`config.mk`:
```
export PLATFORM = sky130hd
export DESIGN_NAME = regfile_mp
export DESIGN_NICKNAME = d
export VERILOG_FILES = /design/src/rtl/regfile_pkg.sv /design/src/rtl/regfile_scoreboard.sv /design/src/rtl/regfile_mp.sv
export SDC_FILE = /design/constraint.sdc
export NUM_CORES = 1
export LEC_CHECK = 0
export BUFFER_PORTS_ARGS = -buffer_cell sky130_fd_sc_hd__buf_2
export CORE_ASPECT_RATIO = 0.5
export CORE_MARGIN = 4
export CORE_UTILIZATION = 30
export DETAILED_ROUTE_END_ITERATION = 8
export PLACE_DENSITY = 0.46
export SKIP_CTS_REPAIR_TIMING = 1
export SYNTH_ARGS = -nofsm -noshare
export SYNTH_HDL_FRONTEND = slang
export SYNTH_HIERARCHICAL = 1
export SYNTH_SLANG_ARGS = --single-unit
```
`constraint.sdc`:
```
create_clock -name clk_i -period 4.1 [get_ports clk_i]
set_input_delay 0.205 -clock clk_i [delete_from_list [all_inputs] [get_ports clk_i]]
set_output_delay 0.205 -clock clk_i [all_outputs]
set_load 0.02 [all_outputs]
```
`src/rtl/regfile_pkg.sv`:
```
// Shared types and defaults for the multi-port integer register file.
package regfile_pkg;

    // Clear-walk controller states
    typedef enum logic [0:0] {
        ST_INIT = 1'b0,
        ST_RUN  = 1'b1
    } rf_state_e;

    localparam int DEF_DATA_W = 32;
    localparam int DEF_DEPTH  = 32;
    localparam int DEF_NUM_RD = 2;

    // Address width for a register file of the given depth (never below one bit)
    function automatic int addr_w_f(input int depth);
        return (depth > 1) ? $clog2(depth) : 1;
    endfunction

endpackage

```
`src/rtl/regfile_scoreboard.sv`:
```
// Per-register busy scoreboard for long-latency producers.
// A writeback clears its register, an issue sets its register; when both
// name the same register in one cycle the issue wins.
module regfile_scoreboard
    import regfile_pkg::*;
#(
    parameter int DEPTH    = DEF_DEPTH,
    parameter bit ZERO_REG = 1'b1,
    localparam int ADDR_W  = addr_w_f(DEPTH)
) (
    input  logic              clk_i,
    input  logic              rst_ni,
    input  logic              en_i,
    input  logic              clr_i,
    input  logic [ADDR_W-1:0] clr_addr_i,
    input  logic              set_i,
    input  logic [ADDR_W-1:0] set_addr_i,
    output logic [DEPTH-1:0]  busy_o
);

    logic [DEPTH-1:0] busy_r;
    logic [DEPTH-1:0] busy_s;
    logic [DEPTH-1:0] clr_mask_s;
    logic [DEPTH-1:0] set_mask_s;
    logic [DEPTH-1:0] zero_mask_s;

    // Next busy vector: clear first, then set so a same-register issue dominates
    always_comb begin
        clr_mask_s  = clr_i ? (DEPTH'(1'b1) << clr_addr_i) : {DEPTH{1'b0}};
        set_mask_s  = set_i ? (DEPTH'(1'b1) << set_addr_i) : {DEPTH{1'b0}};
        zero_mask_s = ZERO_REG ? DEPTH'(1'b1) : {DEPTH{1'b0}};
        busy_s      = en_i ? (((busy_r & ~clr_mask_s) | set_mask_s) & ~zero_mask_s)
                           : busy_r;
    end

    // Busy vector register, cleared asynchronously on reset
    always_ff @(posedge clk_i or negedge rst_ni) begin
        if (!rst_ni) begin
            busy_r <= {DEPTH{1'b0}};
        end else begin
            busy_r <= busy_s;
        end
    end

    assign busy_o = busy_r;

endmodule

```
`src/rtl/regfile_mp.sv`:
```
// Multi-read-port integer register file with optional write bypass,
// busy scoreboard and a post-reset clear walk (the array itself has no reset).
module regfile_mp
    import regfile_pkg::*;
#(
    parameter int DATA_W   = DEF_DATA_W,
    parameter int DEPTH    = DEF_DEPTH,
    parameter int NUM_RD   = DEF_NUM_RD,
    parameter bit BYPASS   = 1'b1,
    parameter bit ZERO_REG = 1'b1,
    localparam int ADDR_W  = addr_w_f(DEPTH)
) (
    input  logic                     clk_i,
    input  logic                     rst_ni,
    input  logic [NUM_RD*ADDR_W-1:0] ra_i,
    output logic [NUM_RD*DATA_W-1:0] rd_o,
    output logic [NUM_RD-1:0]        rd_busy_o,
    input  logic                     wren_i,
    input  logic [ADDR_W-1:0]        aw_i,
    input  logic [DATA_W-1:0]        wrdata_i,
    input  logic                     issue_i,
    input  logic [ADDR_W-1:0]        issue_addr_i,
    output logic                     init_done_o
);

    localparam logic [ADDR_W-1:0] LAST_ADDR = ADDR_W'(DEPTH - 1);

    rf_state_e          state_r;
    rf_state_e          state_s;
    logic [ADDR_W-1:0]  clr_cnt_r;
    logic [ADDR_W-1:0]  clr_cnt_s;
    logic               init_done_r;
    logic               init_done_s;
    logic               run_s;
    logic               wr_zero_s;
    logic               wr_ok_s;
    logic [DEPTH-1:0]   busy_s;
    logic [DATA_W-1:0]  mem_r [DEPTH];

    assign run_s     = (state_r == ST_RUN);
    // Writes to x0 are dropped and never bypass
    assign wr_zero_s = ZERO_REG && (aw_i == {ADDR_W{1'b0}});
    assign wr_ok_s   = run_s && wren_i && !wr_zero_s;

    // Clear-walk next state: one entry per cycle, leave INIT after the last entry
    always_comb begin
        state_s   = state_r;
        clr_cnt_s = clr_cnt_r;
        case (state_r)
            ST_INIT: begin
                clr_cnt_s = clr_cnt_r + ADDR_W'(1);
                if (clr_cnt_r == LAST_ADDR) begin
                    state_s = ST_RUN;
                end else begin
                    state_s = ST_INIT;
                end
            end
            ST_RUN: begin
                state_s   = ST_RUN;
                clr_cnt_s = clr_cnt_r;
            end
            default: begin
                state_s   = ST_INIT;
                clr_cnt_s = {ADDR_W{1'b0}};
            end
        endcase
        init_done_s = (state_s == ST_RUN);
    end

    // Clear-walk state, counter and registered done flag
    always_ff @(posedge clk_i or negedge rst_ni) begin
        if (!rst_ni) begin
            state_r     <= ST_INIT;
            clr_cnt_r   <= {ADDR_W{1'b0}};
            init_done_r <= 1'b0;
        end else begin
            state_r     <= state_s;
            clr_cnt_r   <= clr_cnt_s;
            init_done_r <= init_done_s;
        end
    end

    assign init_done_o = init_done_r;

    // Storage array: zeroed by the walk during INIT, written by writeback in RUN
    always_ff @(posedge clk_i) begin
        if (state_r == ST_INIT) begin
            mem_r[clr_cnt_r] <= {DATA_W{1'b0}};
        end else if (wr_ok_s) begin
            mem_r[aw_i] <= wrdata_i;
        end
    end

    regfile_scoreboard #(
        .DEPTH    (DEPTH),
        .ZERO_REG (ZERO_REG)
    ) u_scoreboard (
        .clk_i      (clk_i),
        .rst_ni     (rst_ni),
        .en_i       (run_s),
        .clr_i      (wren_i),
        .clr_addr_i (aw_i),
        .set_i      (issue_i),
        .set_addr_i (issue_addr_i),
        .busy_o     (busy_s)
    );

    for (genvar k = 0; k < NUM_RD; k++) begin : g_rd
        logic [ADDR_W-1:0] ra_s;
        logic              zero_hit_s;
        logic              byp_hit_s;
        logic              iss_hit_s;
        logic [DATA_W-1:0] data_s;
        logic              busy_k_s;

        assign ra_s       = ra_i[k*ADDR_W +: ADDR_W];
        assign zero_hit_s = ZERO_REG && (ra_s == {ADDR_W{1'b0}});
        assign byp_hit_s  = BYPASS && wren_i && !wr_zero_s && (aw_i == ra_s);
        assign iss_hit_s  = issue_i && (issue_addr_i == ra_s);

        // Port data/busy select; a bypass hit hides busy unless a new issue targets it too
        always_comb begin
            if (!run_s) begin
                data_s   = {DATA_W{1'b0}};
                busy_k_s = 1'b0;
            end else if (zero_hit_s) begin
                data_s   = {DATA_W{1'b0}};
                busy_k_s = 1'b0;
            end else if (byp_hit_s) begin
                data_s   = wrdata_i;
                busy_k_s = iss_hit_s ? busy_s[ra_s] : 1'b0;
            end else begin
                data_s   = mem_r[ra_s];
                busy_k_s = busy_s[ra_s];
            end
        end

        assign rd_o[k*DATA_W +: DATA_W] = data_s;
        assign rd_busy_o[k]             = busy_k_s;
    end

endmodule
```
# ---- Yosys cells after proc, flatten, opt, wreduce, memory -nomap -nowiden
# Memories as Yosys holds them, arrays and structs flattened.
# Index checks and enable logic that the tools add are counted.
dict set report word_totals {
  regBits 37
  ram_bits 1024
  output_inout_bits 67
  word_cells 60
  mem_count 1
}
dict set report classes {
  add_sub_neg 1
  magnitude_cmp 2
  n_eq_ne 5
  n_shift 2
  muxes 30
  bitwise_logic 4
  reduce_logical 12
}
# memory depth word_bits read_ports rd_ports_with_merged_regs write_ports line_no
set memory_table {}
lappend memory_table {mem_r 32 32 2 0 1 regfile_mp.sv:38} ;# logic [DATA_W-1:0] mem_r [DEPTH];
# cell count
set ops {}
lappend ops {{32-bit 2-to-1 mux} 9}
lappend ops {{1-bit by 5-bit << shifter with 32-bit output (first input constant)} 2}
lappend ops {{32-bit AND} 1}
lappend ops {{32-bit NOT} 1}
lappend ops {{32-bit OR} 1}
lappend ops {{32-bit OR reduction} 1}
lappend ops {{5-bit equality test} 4}
lappend ops {{1-bit 2-to-1 mux} 16}
lappend ops {{5-bit logical NOT} 3}
lappend ops {{5-bit by 6-bit < comparator with 1-bit output (second input constant)} 2}
lappend ops {{1-bit binary-select mux with 5-bit select} 2}
lappend ops {{5-bit 2-to-1 mux} 2}
lappend ops {{1-bit logical AND} 7}
lappend ops {{5-bit by 1-bit adder with 5-bit output (second input constant)} 1}
lappend ops {{5-bit equality test (second input constant)} 1}
lappend ops {{1-bit case mux with 2 select lines} 1}
lappend ops {{1-bit logical NOT} 1}
lappend ops {{1-bit NOT} 1}

# ---- Longest topological paths before layout
# Gate-level depths: netlist of the first run.
dict set report logic_depth {
  ltp_word 8
  mapped_depth 9
  depth_no_buf 5
}

# ---- Modules after synthesis
# The synthesis of the first run kept the hierarchy.
# mod instances cells_per_inst area_each_um2
set modules_own_cells {}
lappend modules_own_cells {regfile_mp 1 2710 49423.7}
lappend modules_own_cells {regfile_scoreboard 1 122 1295.0}

# ---- Worst setup path after synthesis of the first run
# Ideal clock, no wire load.
dict set report synth_timing {
  path_type {flip-flop to flip-flop}
  startpoint {register, netlist name init_done_o}
  endpoint {memory mem_r[19][0] (netlist bit) (enable)}
  setup_time_ps 421
  arrival_ps 3182
  required_time_ps 3679
  slack_ps 497
  path_stages_with_launch 8
  path_buffers 2
  synth_period_minus_slack_ps 3603
  path_cell_list {dfrtp_1 clkbuf_1 inv_2 a211oi_1 clkbuf_1 mux2i_1 nand2_1 nor2_1}
}
# element line_no
set synth_rtl {}
lappend synth_rtl {{end: declaration} regfile_mp.sv:38}

# ---- Worst setup path in the final report of the first run
dict set report layout_timing {
  startpoint {input port ra_i[2]}
  endpoint {output port rd_o[2]}
}
dict set report layout_via {
  elab_chain_cells 5
  elab_cells_between_ends 7
  classes_between {eq/ne (1); mux (3); reduce/logical (2); memory (1)}
}
# element line_no
set layout_lines {}
lappend layout_lines {{start: declaration} regfile_mp.sv:15} ;# input logic [NUM_RD*ADDR_W-1:0] ra_i,
lappend layout_lines {{parallel branches: the longest is 3 deep, another holds memory read 32 x 32 bit} -}
lappend layout_lines {{32-bit 2-to-1 mux *} regfile_mp.sv:126} ;# end else if (zero_hit_s) begin
lappend layout_lines {{32-bit 2-to-1 mux *} regfile_mp.sv:123} ;# if (!run_s) begin
lappend layout_lines {{end: declaration} regfile_mp.sv:16} ;# output logic [NUM_RD*DATA_W-1:0] rd_o,
# Every way passes the cells marked *.

==> impl_table.tex, run 1 <==
\begin{tabular}{lr}
\hline
Metric & Value \\
\hline
\multicolumn{2}{l}{\textbf{Min path}} \\
\quad Destination of the worst hold path & u\_scoreboard/busy\_o[7] \\
\quad Hold path startpoint & aw\_i[2] \\
\quad Depth of the worst hold-timing path & 4 \\
\quad Class of the tightest hold or removal check & in -> reg \\
\multicolumn{2}{l}{\textbf{Clock network}} \\
\quad TritonCTS Sinks & 1061 \\
\quad CTS Buf Count & 109 \\
\quad Clock slew at the register clock pins of the worst setup and hold paths & 0.06 ns \\
\quad Htree depth & 3 \\
\quad Clock tree from TritonCTS & done \\
\quad Longest Clk Path Bufs & 3 \\
\quad Worst skew pair latency & 0.73 ns \\
\quad Clock root cell & sky130\_fd\_sc\_hd\_\_clkbuf\_16 \\
\multicolumn{2}{l}{\textbf{STA}} \\
\quad RSZ-0062 raised after global routing & false \\
\quad Max Transition Viols Final & 0 \\
\quad Hold\_ws & 0.0729 ns \\
\quad Final period utilization & 82.2\% \\
\quad Summed negative setup slack over all endpoints & 0 ns \\
\quad Final count of negative-setup-slack endpoints & 0 \\
\quad Max Clock Freq & 297 MHz \\
\quad Worst-Margin Slew & 1.21 ns \\
\quad Final count of hold timing violations & 0 \\
\quad Minimum clock period & 3.37 ns \\
\quad Worst relative slew slack & 19.6\% \\
\quad Clock Skew & 0.0262 ns \\
\multicolumn{2}{l}{\textbf{Floorplanning}} \\
\quad Number of I/O pins & 123 \\
\quad Placeable core area & 168000 um\^{}2 \\
\quad Initial core utilization & 30.3\% \\
\quad Die width & 589 um \\
\quad Die H & 299 um \\
\quad Standard-cell rows & 106 \\
\quad Die Area & 176000 um\^{}2 \\
\multicolumn{2}{l}{\textbf{Worst setup path}} \\
\quad CP Max Fanout & 32 \\
\quad Data arrival, critical path & 3.17 ns \\
\quad Worst r2r path cells & 7 \\
\quad Worst setup startpoint & ra\_i[2] \\
\quad Critical Path Start Type & input pin \\
\quad R2r endpoint & mem\_r[30][25] \\
\quad Classification of the worst setup path & in -> out \\
\quad Critical Path Sink Type & output pin \\
\quad Reg-to-Reg Start & init\_done\_o \\
\quad Worst reg-to-reg setup slack & 1.32 ns \\
\quad Required time reported for the critical path endpoint & 3.89 ns \\
\multicolumn{2}{l}{\textbf{Finish}} \\
\quad Commonest cells after routing, fill and taps aside & sky130\_fd\_sc\_hd\_\_edfxtp\_1 (1024), sky130\_fd\_sc\_hd\_\_mux4\_2 (404), sky130\_fd\_sc\_hd\_\_mux2i\_1 (291), sky130\_fd\_sc\_hd\_\_buf\_4 (146), sky130\_fd\_sc\_hd\_\_a221oi\_1 (117) \\
\quad Final net count & 3081 \\
\quad Number of inserted filler cells in the final layout & 15.7k \\
\quad Area growth from synthesis to final layout & 15.9\% \\
\quad Finished Layout Cells & 5386 \\
\quad Share of layout cells above drive strength 1 & 29.7\% \\
\quad Most common library cell in the layout ignoring fill and taps & sky130\_fd\_sc\_hd\_\_edfxtp\_1 \\
\quad Share of the core filled with cells in the final layout & 35.1\% \\
\quad Multi-input gate area in the final layout & 18200 um\^{}2 \\
\quad Sequential cell area in the final layout & 31700 um\^{}2 \\
\multicolumn{2}{l}{\textbf{Synth}} \\
\quad Async S/R FF share, synth & 3.49\% \\
\quad Main synth FF type & sky130\_fd\_sc\_hd\_\_edfxtp\_1 \\
\quad Post-synth net total & 2890 \\
\quad Warnings, synthesis & 6 \\
\quad Leading post-synthesis cells by cell area & sky130\_fd\_sc\_hd\_\_edfxtp\_1 (61\%), sky130\_fd\_sc\_hd\_\_mux4\_2 (18\%), sky130\_fd\_sc\_hd\_\_mux2i\_1 (5.7\%) \\
\quad Yosys cell types & 54 \\
\quad Fraction of the yosys area taken by sequential cells & 62.5\% \\
\quad Area leader, netlist & sky130\_fd\_sc\_hd\_\_edfxtp\_1 \\
\quad Area share of the largest cell type after synthesis & 60.6\% \\
\quad Post-synth EDFFs & 1024 \\
\quad Cells after Synth & 2832 \\
\quad Count of state elements after synthesis & 1061 \\
\quad Post-synthesis instance area & 50700 um\^{}2 \\
\quad Average cell area after synthesis & 17.9 um\^{}2 \\
\multicolumn{2}{l}{\textbf{Pwr}} \\
\quad Total Power Consumption & 24200 uW \\
\quad Worst supply voltage drop on vdd & 299 uV \\
\quad Leak Pwr & 0.0207 uW \\
\quad Flop pwr share & 49.5\% \\
\quad Clock group share of total power & 40.3\% \\
\quad Switching share of power & 24.9\% \\
\quad Proportion of power drawn by combinational gates & 10.2\% \\
\quad Cell internal pwr & 18200 uW \\
\quad NetSw & 6040 uW \\
\quad Power density over the cells & 413 nW/um\^{}2 \\
\multicolumn{2}{l}{\textbf{GRT}} \\
\quad Maximum number of pins on one net before global-route repair & 67 \\
\quad Total global routing track utilization & 20.4\% \\
\quad Number of global-route vias before repair & 31.4k \\
\quad Remaining global-route overflow & 0 \\
\quad Number of antenna violations at the first check in global routing & 7 \\
\quad First-pass GRT wire length & 255000 um \\
\multicolumn{2}{l}{\textbf{Place}} \\
\quad Routability cong. & 0.808 \\
\quad DPL Wire Length & 113000 um \\
\quad Buffers on Ports & 122 \\
\quad Placed cell count & 5173 \\
\multicolumn{2}{l}{\textbf{Flow run}} \\
\quad Max-cap check violation count & 0 \\
\multicolumn{2}{l}{\textbf{Drt}} \\
\quad Wire length after detailed routing & 183000 um \\
\quad Number of detailed-route iterations in the first pass & 6 \\
\quad Drt drc & 0 \\
\quad Drt via density & 5.79 \\
\quad Number of nets with antenna violations after routing & 0 \\
\quad Vias after detailed routing & 31.2k \\
\quad Iteration-0 DRC Markers & 3528 \\
\quad Final routed wire length divided by cell count & 33.9 um \\
\multicolumn{2}{l}{\textbf{Run status}} \\
\quad Result of the run & complete, no violations \\
\hline
\end{tabular}
power by group through the flow:
stage | Clock [uW] | Combinational, uW | Sequential (uW)
after floorplan | 0 | 1440 | 12200
after global placement | 0 | 2460 | 12200
after detailed placement | 0 | 2460 | 12200
after CTS | 9960 | 2470 | 12000
after global routing | 10400 | 2590 | 12000
final | 9780 | 2470 | 12000
cell type report:
type	count	area share [%]
diodes	2	0.00852
clock inverters	68	0.965
clock buffers	136	4.85
well taps	2268	4.83
multi-input cells	1531	30.9
flip-flops and latches	1061	53.9
repair buffers	314	4.47
inverters	6	0.0383
registers in the layout (all words and copies together), names as in the netlist:
name and cells:
init_done_o 1, mem_r 1024, u_scoreboard/busy_o 31, clr_cnt_r 5
logic make-up (layout without fill, tap and decap cells):
| logic type | count (synthesis) | in the layout | synth area share (%) |
|---|---|---|---|
| xor gates and xnor gates | 23 | 23 | 0.397 |
| buffers and inverters | 240 | 524 | 2.46 |
| and+or+nand+nor | 238 | 238 | 2.55 |
| AOI/OAI and AO/OA | 568 | 568 | 8.32 |
| adders and majority gates | 2 | 2 | 0.0493 |
| other | 1 | 3 | 0.00739 |
| muxes | 699 | 699 | 23.8 |
| DFF | 1061 | 1061 | 62.5 |
worst max-delay path: stages:
cell	delay [ns]
sky130_fd_sc_hd__buf_4	0.28
sky130_fd_sc_hd__buf_4	0.52
sky130_fd_sc_hd__xnor2_1	0.18
sky130_fd_sc_hd__nand4_1	0.17
sky130_fd_sc_hd__or3_1	0.47
sky130_fd_sc_hd__nor2_4	0.77
sky130_fd_sc_hd__a221o_1	0.32
sky130_fd_sc_hd__buf_2	0.18
stage by stage:
| stage | worst slack (ns) | cell area, um^2 |
|---|---|---|
| floorplan | 0.497 | 50700 |
| global placement | 0.799 | 55300 |
| detailed placement | 0.779 | 55300 |
| CTS | 0.739 | 58700 |
| global route | 0.604 | 58800 |
| finish | 0.730 | 58800 |
per-layer routing:
layer  global-route usage [%]  share of wire [%]
met3                     4.81                7.8
met5                        0             0.0066
met1                     29.1                 44
met4                     5.32                2.8
met2                     31.4                 45
worst max path at each step:
stage | endpoint | depth (start not counted)
final | rd_o[2] | 8
after global routing | rd_o[2] | 8
after CTS | rd_o[52] | 7
after detailed placement | rd_o[2] | 8
after global placement | rd_o[15] | 8
after floorplan | mem_r[19][0] | 7
synth_stat cells, types with 17 or more instances:
library cell / instances
sky130_fd_sc_hd__dfrtp_1: 37
sky130_fd_sc_hd__buf_1: 17
sky130_fd_sc_hd__nand2_1: 51
sky130_fd_sc_hd__nor2b_1: 35
sky130_fd_sc_hd__a221o_1: 43
sky130_fd_sc_hd__nor2_1: 44
sky130_fd_sc_hd__buf_2: 68
sky130_fd_sc_hd__and2_1: 34
sky130_fd_sc_hd__a21oi_1: 55
sky130_fd_sc_hd__a22oi_1: 112
sky130_fd_sc_hd__a211o_1: 32
sky130_fd_sc_hd__mux2i_1: 291
sky130_fd_sc_hd__edfxtp_1: 1024
sky130_fd_sc_hd__o21bai_1: 40
sky130_fd_sc_hd__buf_6: 18
sky130_fd_sc_hd__buf_4: 33
sky130_fd_sc_hd__a221oi_1: 117
sky130_fd_sc_hd__mux4_2: 404
sky130_fd_sc_hd__o21ai_0: 34
sky130_fd_sc_hd__o21ai_1: 50
sky130_fd_sc_hd__a211oi_1: 76
sky130_fd_sc_hd__clkbuf_1: 97
(Power assumes the default switching activity.)
==> run 2, diff against run 1 <==
==> constraint.sdc (replaced) <==
create_clock -name clk_i -period 3.31 [get_ports clk_i]
set_input_delay 0.1655 -clock clk_i [delete_from_list [all_inputs] [get_ports clk_i]]
set_output_delay 0.1655 -clock clk_i [all_outputs]
set_load 0.02 [all_outputs]
==> run 2 against run 1 <==
Die area unchanged. Global-route usage is 0.46 points higher. Largest cell class unchanged. Critical path type is now reg -> out. Routed wire length is 2.5% higher. Clock skew is essentially flat.
==> impl_table.tex, run 2 (same netlist as run 1, synthesis figures left out) <==
\begin{tabular}{lr}
\hline
Metric & Value \\
\hline
\multicolumn{2}{l}{\textbf{Run status}} \\
\quad Result of the run & complete, no violations (unchanged) \\
\multicolumn{2}{l}{\textbf{Clock network}} \\
\quad Clock tree from TritonCTS & done (unchanged) \\
\quad Htree depth & 3 (unchanged) \\
\quad CTS Buf Count & 107 (was 109) \\
\quad Clock slew at the register clock pins of the worst setup and hold paths & 0.07 ns (was 0.06 ns) \\
\quad Clock root cell & sky130\_fd\_sc\_hd\_\_clkbuf\_16 (unchanged) \\
\quad TritonCTS Sinks & 1061 (unchanged) \\
\quad Longest Clk Path Bufs & 3 (unchanged) \\
\quad Worst skew pair latency & 0.72 ns (was 0.73 ns) \\
\multicolumn{2}{l}{\textbf{Worst setup path}} \\
\quad Critical Path Sink Type & output pin (unchanged) \\
\quad Critical Path Start Type & flop (was input pin) \\
\quad Delay-heaviest family, CP & compound AO/OA/AOI/OAI gates (was simple AND/OR/NAND/NOR gates) \\
\quad CP Max Fanout & 2 (was 32) \\
\quad Cell-by-cell trace of the critical path & mux4\_2 > nor2b\_1 > a211oi\_1 > a211oi\_1 > a211o\_1 > buf\_2 (was buf\_4 > buf\_4 > xnor2\_1 > nand4\_1 > or3\_1 > nor2\_4 > a221o\_1 > buf\_2) \\
\quad Data arrival, critical path & 3.06 ns (was 3.17 ns) \\
\quad Slowest cell on the critical path & sky130\_fd\_sc\_hd\_\_a211oi\_1 (was sky130\_fd\_sc\_hd\_\_nor2\_4) \\
\quad Classification of the worst setup path & reg -> out (was in -> out) \\
\quad Highest cell delay on the worst timing path & 0.64 ns (was 0.77 ns) \\
\quad Critical path buffer and inverter count & 1 (was 3) \\
\quad Required time reported for the critical path endpoint & 3.14 ns (was 3.89 ns) \\
\quad Cell mode on critical path & sky130\_fd\_sc\_hd\_\_a211oi\_1 (was sky130\_fd\_sc\_hd\_\_buf\_4) \\
\multicolumn{2}{l}{\textbf{Drt}} \\
\quad Number of detailed-route iterations in the first pass & 5 (was 6) \\
\quad Wire length after detailed routing & 187000 um (was 183000 um) \\
\quad Final routed wire length divided by cell count & 34.2 um (was 33.9 um) \\
\quad Number of nets with antenna violations after routing & 0 (unchanged) \\
\quad Drt drc & 0 (unchanged) \\
\quad Drt via density & 5.82 (was 5.79) \\
\quad Vias after detailed routing & 31.9k (was 31.2k) \\
\quad Iteration-0 DRC Markers & 3776 (was 3528) \\
\multicolumn{2}{l}{\textbf{Floorplanning}} \\
\quad Placeable core area & 168000 um\^{}2 (unchanged) \\
\quad Initial core utilization & 30.3\% (unchanged) \\
\quad Standard-cell rows & 106 (unchanged) \\
\quad Number of I/O pins & 123 (unchanged) \\
\quad Die H & 299 um (unchanged) \\
\quad Die width & 589 um (unchanged) \\
\quad Die Area & 176000 um\^{}2 (unchanged) \\
\multicolumn{2}{l}{\textbf{Place}} \\
\quad Buffers on Ports & 122 (unchanged) \\
\quad DPL Wire Length & 118000 um (was 113000 um) \\
\quad Routability cong. & 0.844 (was 0.808) \\
\multicolumn{2}{l}{\textbf{Finish}} \\
\quad Area growth from synthesis to final layout & 18.4\% (was 15.9\%) \\
\quad Max FFs per register & 1024 (unchanged) \\
\quad Commonest cells after routing, fill and taps aside & sky130\_fd\_sc\_hd\_\_edfxtp\_1 (1024), sky130\_fd\_sc\_hd\_\_mux4\_2 (404), sky130\_fd\_sc\_hd\_\_mux2i\_1 (291), sky130\_fd\_sc\_hd\_\_buf\_4 (193), sky130\_fd\_sc\_hd\_\_a221oi\_1 (117) (was sky130\_fd\_sc\_hd\_\_edfxtp\_1 (1024), sky130\_fd\_sc\_hd\_\_mux4\_2 (404), sky130\_fd\_sc\_hd\_\_mux2i\_1 (291), sky130\_fd\_sc\_hd\_\_buf\_4 (146), sky130\_fd\_sc\_hd\_\_a221oi\_1 (117)) \\
\quad Biggest register & mem\_r (unchanged) \\
\quad Number of inserted filler cells in the final layout & 15.5k (was 15.7k) \\
\quad Most common library cell in the layout ignoring fill and taps & sky130\_fd\_sc\_hd\_\_edfxtp\_1 (unchanged) \\
\quad Multi-input gate area in the final layout & 18200 um\^{}2 (about the same) \\
\quad Share of layout cells above drive strength 1 & 31.6\% (was 29.7\%) \\
\quad Sequential cell area in the final layout & 31700 um\^{}2 (unchanged) \\
\quad Final net count & 3172 (was 3081) \\
\multicolumn{2}{l}{\textbf{Pwr}} \\
\quad Worst supply voltage drop on vdd & 390 uV (was 299 uV) \\
\quad Leak Pwr & 0.0212 uW (was 0.0207 uW) \\
\quad Power density over the cells & 503 nW/um\^{}2 (was 413 nW/um\^{}2) \\
\quad Total Power Consumption & 30200 uW (was 24200 uW) \\
\multicolumn{2}{l}{\textbf{STA}} \\
\quad Minimum clock period & 3.22 ns \\
\quad Final count of hold timing violations & 0 (unchanged) \\
\quad Max Transition Viols Final & 0 (unchanged) \\
\quad Summed negative setup slack over all endpoints & 0 ns (unchanged) \\
\quad Max Clock Freq & 310 MHz \\
\quad RSZ-0062 raised after global routing & false (unchanged) \\
\quad Worst relative slew slack & 38.4\% (was 19.6\%) \\
\quad Clock Skew & 0.0266 ns (was 0.0262 ns) \\
\quad Final period utilization & 97.3\% \\
\quad Worst-Margin Slew & 0.924 ns (was 1.21 ns) \\
\quad Final count of negative-setup-slack endpoints & 0 (unchanged) \\
\multicolumn{2}{l}{\textbf{GRT}} \\
\quad Total global routing track utilization & 20.9\% (was 20.4\%) \\
\quad Remaining global-route overflow & 0 (unchanged) \\
\quad Met2 Track Usage GR & 31.5\% (was 31.4\%) \\
\quad First-pass GRT wire length & 260000 um (was 255000 um) \\
\quad Most crowded layer after global routing & met2 (unchanged) \\
\quad Number of antenna violations at the first check in global routing & 6 (was 7) \\
\quad Routing usage on met3 & 3.91\% (was 4.81\%) \\
\quad M1 GR Usage & 30.9\% (was 29.1\%) \\
\quad Maximum number of pins on one net before global-route repair & 57 (was 67) \\
\quad Number of global-route vias before repair & 31.9k (was 31.4k) \\
\multicolumn{2}{l}{\textbf{Min path}} \\
\quad Class of the tightest hold or removal check & in -> reg (unchanged) \\
\multicolumn{2}{l}{\textbf{Flow run}} \\
\quad Max-cap check violation count & 0 (unchanged) \\
\hline
\end{tabular}
run 2: cell types whose count changed in the layout (fill, tap and decap cells not counted), sizes merged:
| cell | change |
|---|---|
| clkbuf | -3 |
| dlygate4sd3 | +1 |
| buf | +92 |
| clkinv | -5 |
| bufinv | +2 |
| inv | -1 |
| clkinvlp | +4 |
run 2: where the power goes:
group          total, uW  internal, uW  switching, uW
sequential         14900         14800           47.9
combinational       3220          1170           2040
clock              12100          6720           5420
run 2: final timing paths:
path | start | to | slack [ns] | depth (start not counted)
max in group asynchronous | rst_ni | u_scoreboard/busy_o[3] | 2.60 | 2
min reg2reg | u_scoreboard/busy_o[16] | u_scoreboard/busy_o[16] | 0.53 | 2
min | aw_i[2] | u_scoreboard/busy_o[31] | 0.02 | 4
max reg2reg | init_done_o | mem_r[3][4] | 0.80 | 7
min in group asynchronous | rst_ni | init_done_o | 0.11 | 2
max | mem_r[2][22] | rd_o[54] | 0.09 | 6
run 2: final cells by class:
type	count	share of cell area (%)
diodes	2	0.00833
flip-flops and latches	1061	52.7
well taps	2268	4.72
inverters	6	0.0375
clock buffers	133	4.66
repair buffers	407	6.48
clock inverters	68	1.06
multi-input cells	1531	30.3
run 2: per-stage QoR:
| step | hold slack (ns) | setup slack (ns) | cells | utilization [%] | instance area (um^2) |
|---|---|---|---|---|---|
| 2_1_floorplan | -0.130 | -0.293 | 2832 | - | 50700 |
| 3_3_place_gp | 0.316 | 0.168 | 5265 | 33.7 | 56500 |
| 3_5_place_dp | 0.332 | 0.194 | 5265 | 33.7 | 56500 |
| 4_1_cts | -0.451 | -0.237 | 5466 | 35.8 | 60000 |
| 5_1_grt | 0.0237 | 0.0134 | 5474 | 35.9 | 60100 |
| 6_report | 0.0233 | 0.0886 | 5476 | 35.9 | 60100 |
run 2: tightest hold or removal path, delay by kind of cell:
kind                   cells  cell delay (ns)
and+or+nand+nor            1             0.17
buffers and inverters      1             0.19
AOI/OAI and AO/OA          2             0.17
run 2: metal layers:
metal / wire (um) / up-vias
met5: 13 / -
met2: 82800 / 1471
met3: 15200 / 262
met4: 5070 / 2
li1: - / 12800
met1: 84400 / 17400
==> run 3, diff against run 2 <==
--- a/config.mk
+++ b/config.mk
@@ -10,6 +10,7 @@
 export CORE_MARGIN = 4
 export CORE_UTILIZATION = 30
 export DETAILED_ROUTE_END_ITERATION = 8
+export HOLD_SLACK_MARGIN = 0.02
 export PLACE_DENSITY = 0.46
 export SKIP_CTS_REPAIR_TIMING = 1
 export SYNTH_ARGS = -nofsm -noshare
==> constraint.sdc (replaced) <==
create_clock -name clk_i -period 3.1 [get_ports clk_i]
set_input_delay 0.155 -clock clk_i [delete_from_list [all_inputs] [get_ports clk_i]]
set_output_delay 0.155 -clock clk_i [all_outputs]
set_load 0.02 [all_outputs]
==> run 3 against run 2 <==
Global-route usage down 0.71 points. Clock-buffer cell count up 8. Flip-flop and latch count unchanged. Clock skew down 0.0078 ns. Die area unchanged. Routed wire length down 3.4%. Largest power group unchanged. Highest routed layer is now met4.
==> impl_table.tex, run 3 (same netlist as run 1, synthesis figures left out) <==
\begin{tabular}{lr}
\hline
Metric & Value \\
\hline
\multicolumn{2}{l}{\textbf{Place}} \\
\quad DPL Wire Length & 114000 um (was 118000 um) \\
\quad Buffers on Ports & 122 (unchanged) \\
\quad Post-Place Cell Area & 56500 um\^{}2 (about the same) \\
\quad Routability cong. & 0.828 (was 0.844) \\
\quad Worst Setup Slack post-DPL & 0.294 ns (was 0.194 ns) \\
\multicolumn{2}{l}{\textbf{Drt}} \\
\quad Drt via density & 5.75 (was 5.82) \\
\quad Drt drc & 0 (unchanged) \\
\quad Iteration-0 DRC Markers & 3560 (was 3776) \\
\quad Final routed wire length divided by cell count & 33.1 um (was 34.2 um) \\
\quad Wire length after detailed routing & 181000 um (was 187000 um) \\
\quad Vias after detailed routing & 31.5k (was 31.9k) \\
\quad Number of detailed-route iterations in the first pass & 5 (unchanged) \\
\quad Number of nets with antenna violations after routing & 0 (unchanged) \\
\multicolumn{2}{l}{\textbf{Worst setup path}} \\
\quad Critical Path Start Type & flop (unchanged) \\
\quad Critical Path Sink Type & output pin (unchanged) \\
\quad Cell mode on critical path & sky130\_fd\_sc\_hd\_\_buf\_4 (was sky130\_fd\_sc\_hd\_\_a211oi\_1) \\
\quad Classification of the worst setup path & reg -> out (unchanged) \\
\quad Cell-by-cell trace of the critical path & buf\_4 > o311ai\_4 > buf\_4 > a21oi\_1 > a221o\_1 > buf\_2 (was mux4\_2 > nor2b\_1 > a211oi\_1 > a211oi\_1 > a211o\_1 > buf\_2) \\
\quad Slowest cell on the critical path & sky130\_fd\_sc\_hd\_\_a21oi\_1 (was sky130\_fd\_sc\_hd\_\_a211oi\_1) \\
\quad Data arrival, critical path & 2.88 ns (was 3.06 ns) \\
\quad CP Max Fanout & 23 (was 2) \\
\quad Required time reported for the critical path endpoint & 2.94 ns (was 3.14 ns) \\
\quad Highest cell delay on the worst timing path & 0.54 ns (was 0.64 ns) \\
\multicolumn{2}{l}{\textbf{Floorplanning}} \\
\quad Standard-cell rows & 106 (unchanged) \\
\quad Die Area & 176000 um\^{}2 (unchanged) \\
\quad Number of I/O pins & 123 (unchanged) \\
\quad Initial core utilization & 30.3\% (unchanged) \\
\quad Die H & 299 um (unchanged) \\
\quad Placeable core area & 168000 um\^{}2 (unchanged) \\
\quad Die width & 589 um (unchanged) \\
\multicolumn{2}{l}{\textbf{STA}} \\
\quad Worst relative slew slack & 38.2\% (was 38.4\%) \\
\quad Max Clock Freq & 330 MHz \\
\quad Max Transition Viols Final & 0 (unchanged) \\
\quad Worst setup slack after layout & 0.0695 ns (was 0.0886 ns) \\
\quad Final period utilization & 97.8\% \\
\quad Worst-Margin Slew & 0.927 ns (was 0.924 ns) \\
\quad Minimum clock period & 3.03 ns \\
\quad Hold\_ws & 0.0361 ns (was 0.0233 ns) \\
\quad Final count of hold timing violations & 0 (unchanged) \\
\quad Clock Skew & 0.0188 ns (was 0.0266 ns) \\
\quad Summed negative setup slack over all endpoints & 0 ns (unchanged) \\
\quad Final count of negative-setup-slack endpoints & 0 (unchanged) \\
\quad RSZ-0062 raised after global routing & false (unchanged) \\
\multicolumn{2}{l}{\textbf{Pwr}} \\
\quad Power density over the cells & 542 nW/um\^{}2 (was 503 nW/um\^{}2) \\
\quad Worst supply voltage drop on vdd & 423 uV (was 390 uV) \\
\quad Clock group share of total power & 40.8\% (was 40.2\%) \\
\quad Leak Pwr & 0.0213 uW (was 0.0212 uW) \\
\quad Cell internal pwr & 24600 uW (was 22700 uW) \\
\quad Switching share of power & 24.6\% (was 24.8\%) \\
\quad Flop pwr share & 48.6\% (was 49.2\%) \\
\quad NetSw & 8010 uW (was 7510 uW) \\
\quad Proportion of power drawn by combinational gates & 10.5\% (was 10.6\%) \\
\multicolumn{2}{l}{\textbf{Clock network}} \\
\quad Htree depth & 3 (unchanged) \\
\quad Longest Clk Path Bufs & 3 (unchanged) \\
\quad Clock root cell & sky130\_fd\_sc\_hd\_\_clkbuf\_16 (unchanged) \\
\quad CTS Buf Count & 107 (unchanged) \\
\quad TritonCTS Sinks & 1061 (unchanged) \\
\quad Clock slew at the register clock pins of the worst setup and hold paths & 0.06 ns (was 0.07 ns) \\
\quad Worst skew pair latency & 0.73 ns (was 0.72 ns) \\
\quad Clock tree from TritonCTS & done (unchanged) \\
\multicolumn{2}{l}{\textbf{Finish}} \\
\quad Multi-input gate area in the final layout & 18200 um\^{}2 (about the same) \\
\quad Commonest cells after routing, fill and taps aside & sky130\_fd\_sc\_hd\_\_edfxtp\_1 (1024), sky130\_fd\_sc\_hd\_\_mux4\_2 (404), sky130\_fd\_sc\_hd\_\_mux2i\_1 (291), sky130\_fd\_sc\_hd\_\_buf\_4 (201), sky130\_fd\_sc\_hd\_\_a221oi\_1 (117) (was sky130\_fd\_sc\_hd\_\_edfxtp\_1 (1024), sky130\_fd\_sc\_hd\_\_mux4\_2 (404), sky130\_fd\_sc\_hd\_\_mux2i\_1 (291), sky130\_fd\_sc\_hd\_\_buf\_4 (193), sky130\_fd\_sc\_hd\_\_a221oi\_1 (117)) \\
\quad Share of the core filled with cells in the final layout & 35.9\% (about the same) \\
\quad Most common library cell in the layout ignoring fill and taps & sky130\_fd\_sc\_hd\_\_edfxtp\_1 (unchanged) \\
\quad Max FFs per register & 1024 (unchanged) \\
\quad Number of inserted filler cells in the final layout & 15.6k (was 15.5k) \\
\quad Biggest register & mem\_r (unchanged) \\
\quad Final net count & 3176 (was 3172) \\
\quad Sequential cell area in the final layout & 31700 um\^{}2 (unchanged) \\
\quad Design Area, Final & 60200 um\^{}2 (was 60100 um\^{}2) \\
\quad Share of layout cells above drive strength 1 & 31.8\% (was 31.6\%) \\
\quad Area growth from synthesis to final layout & 18.6\% (was 18.4\%) \\
\multicolumn{2}{l}{\textbf{GRT}} \\
\quad Remaining global-route overflow & 0 (unchanged) \\
\quad First-pass GRT wire length & 253000 um (was 260000 um) \\
\quad Maximum number of pins on one net before global-route repair & 70 (was 57) \\
\quad Number of antenna violations at the first check in global routing & 3 (was 6) \\
\quad Number of global-route vias before repair & 31.9k (about the same) \\
\quad Total global routing track utilization & 20.2\% (was 20.9\%) \\
\multicolumn{2}{l}{\textbf{Run status}} \\
\quad Result of the run & complete, no violations (unchanged) \\
\multicolumn{2}{l}{\textbf{Flow run}} \\
\quad Max-cap check violation count & 0 (unchanged) \\
\multicolumn{2}{l}{\textbf{Min path}} \\
\quad Class of the tightest hold or removal check & in -> reg (unchanged) \\
\hline
\end{tabular}
run 3: critical path: cells and delay by family, from the launching register on:
family / cells / cell delay [ns]
compound gates: 3 / 0.97
buf+inv: 3 / 0.79
flops: 1 / 0.38
run 3: power by group through the flow:
stage | sequential (uW) | combinational, uW | clock [uW]
floorplan | 16200 | 1910 | 0
global placement | 16200 | 3390 | 0
detailed placement | 16200 | 3400 | 0
CTS | 15900 | 3410 | 13600
global route | 15900 | 3580 | 14200
finish | 15900 | 3430 | 13300
run 3: metal layers:
| layer | vias to the layer above | wire, um | track usage (%) |
|---|---|---|---|
| met5 | - | 0 | 0 |
| met4 | 0 | 4810 | 5.57 |
| met3 | 230 | 12600 | 3.39 |
| met2 | 1342 | 82000 | 31.0 |
| met1 | 17200 | 81700 | 29.5 |
| li1 | 12800 | - | - |
run 3: worst paths after layout:
check / start / depth (start not counted) / slack, ns / to
setup reg to reg: init_done_o / 6 / 0.53 / mem_r[19][4]
max in group asynchronous: rst_ni / 2 / 2.40 / u_scoreboard/busy_o[16]
setup / recovery: init_done_o / 6 / 0.07 / rd_o[20]
hold reg to reg: u_scoreboard/busy_o[18] / 2 / 0.52 / u_scoreboard/busy_o[18]
min in group asynchronous: rst_ni / 2 / 0.11 / clr_cnt_r[3]
hold / removal: wrdata_i[0] / 3 / 0.04 / mem_r[6][0]
run 3: cell type report:
cell class | instances | area share, %
Sequential cell | 1061 | 52.7
Multi-Input combinational cell | 1531 | 30.3
Timing Repair Buffer | 411 | 6.43
Clock buffer | 141 | 4.75
Tap cell | 2268 | 4.72
Clock inverter | 55 | 1.15
Inverter | 6 | 0.0374
Antenna cell | 2 | 0.00832
run 3: stage by stage:
| stage | power (uW) | std cells |
|---|---|---|
| finish | 32600 | 5475 |
| global route | 33600 | 5473 |
| CTS | 32900 | 5464 |
| detailed placement | 19600 | 5268 |
| global placement | 19500 | 5267 |
| floorplan | 18100 | 2832 |
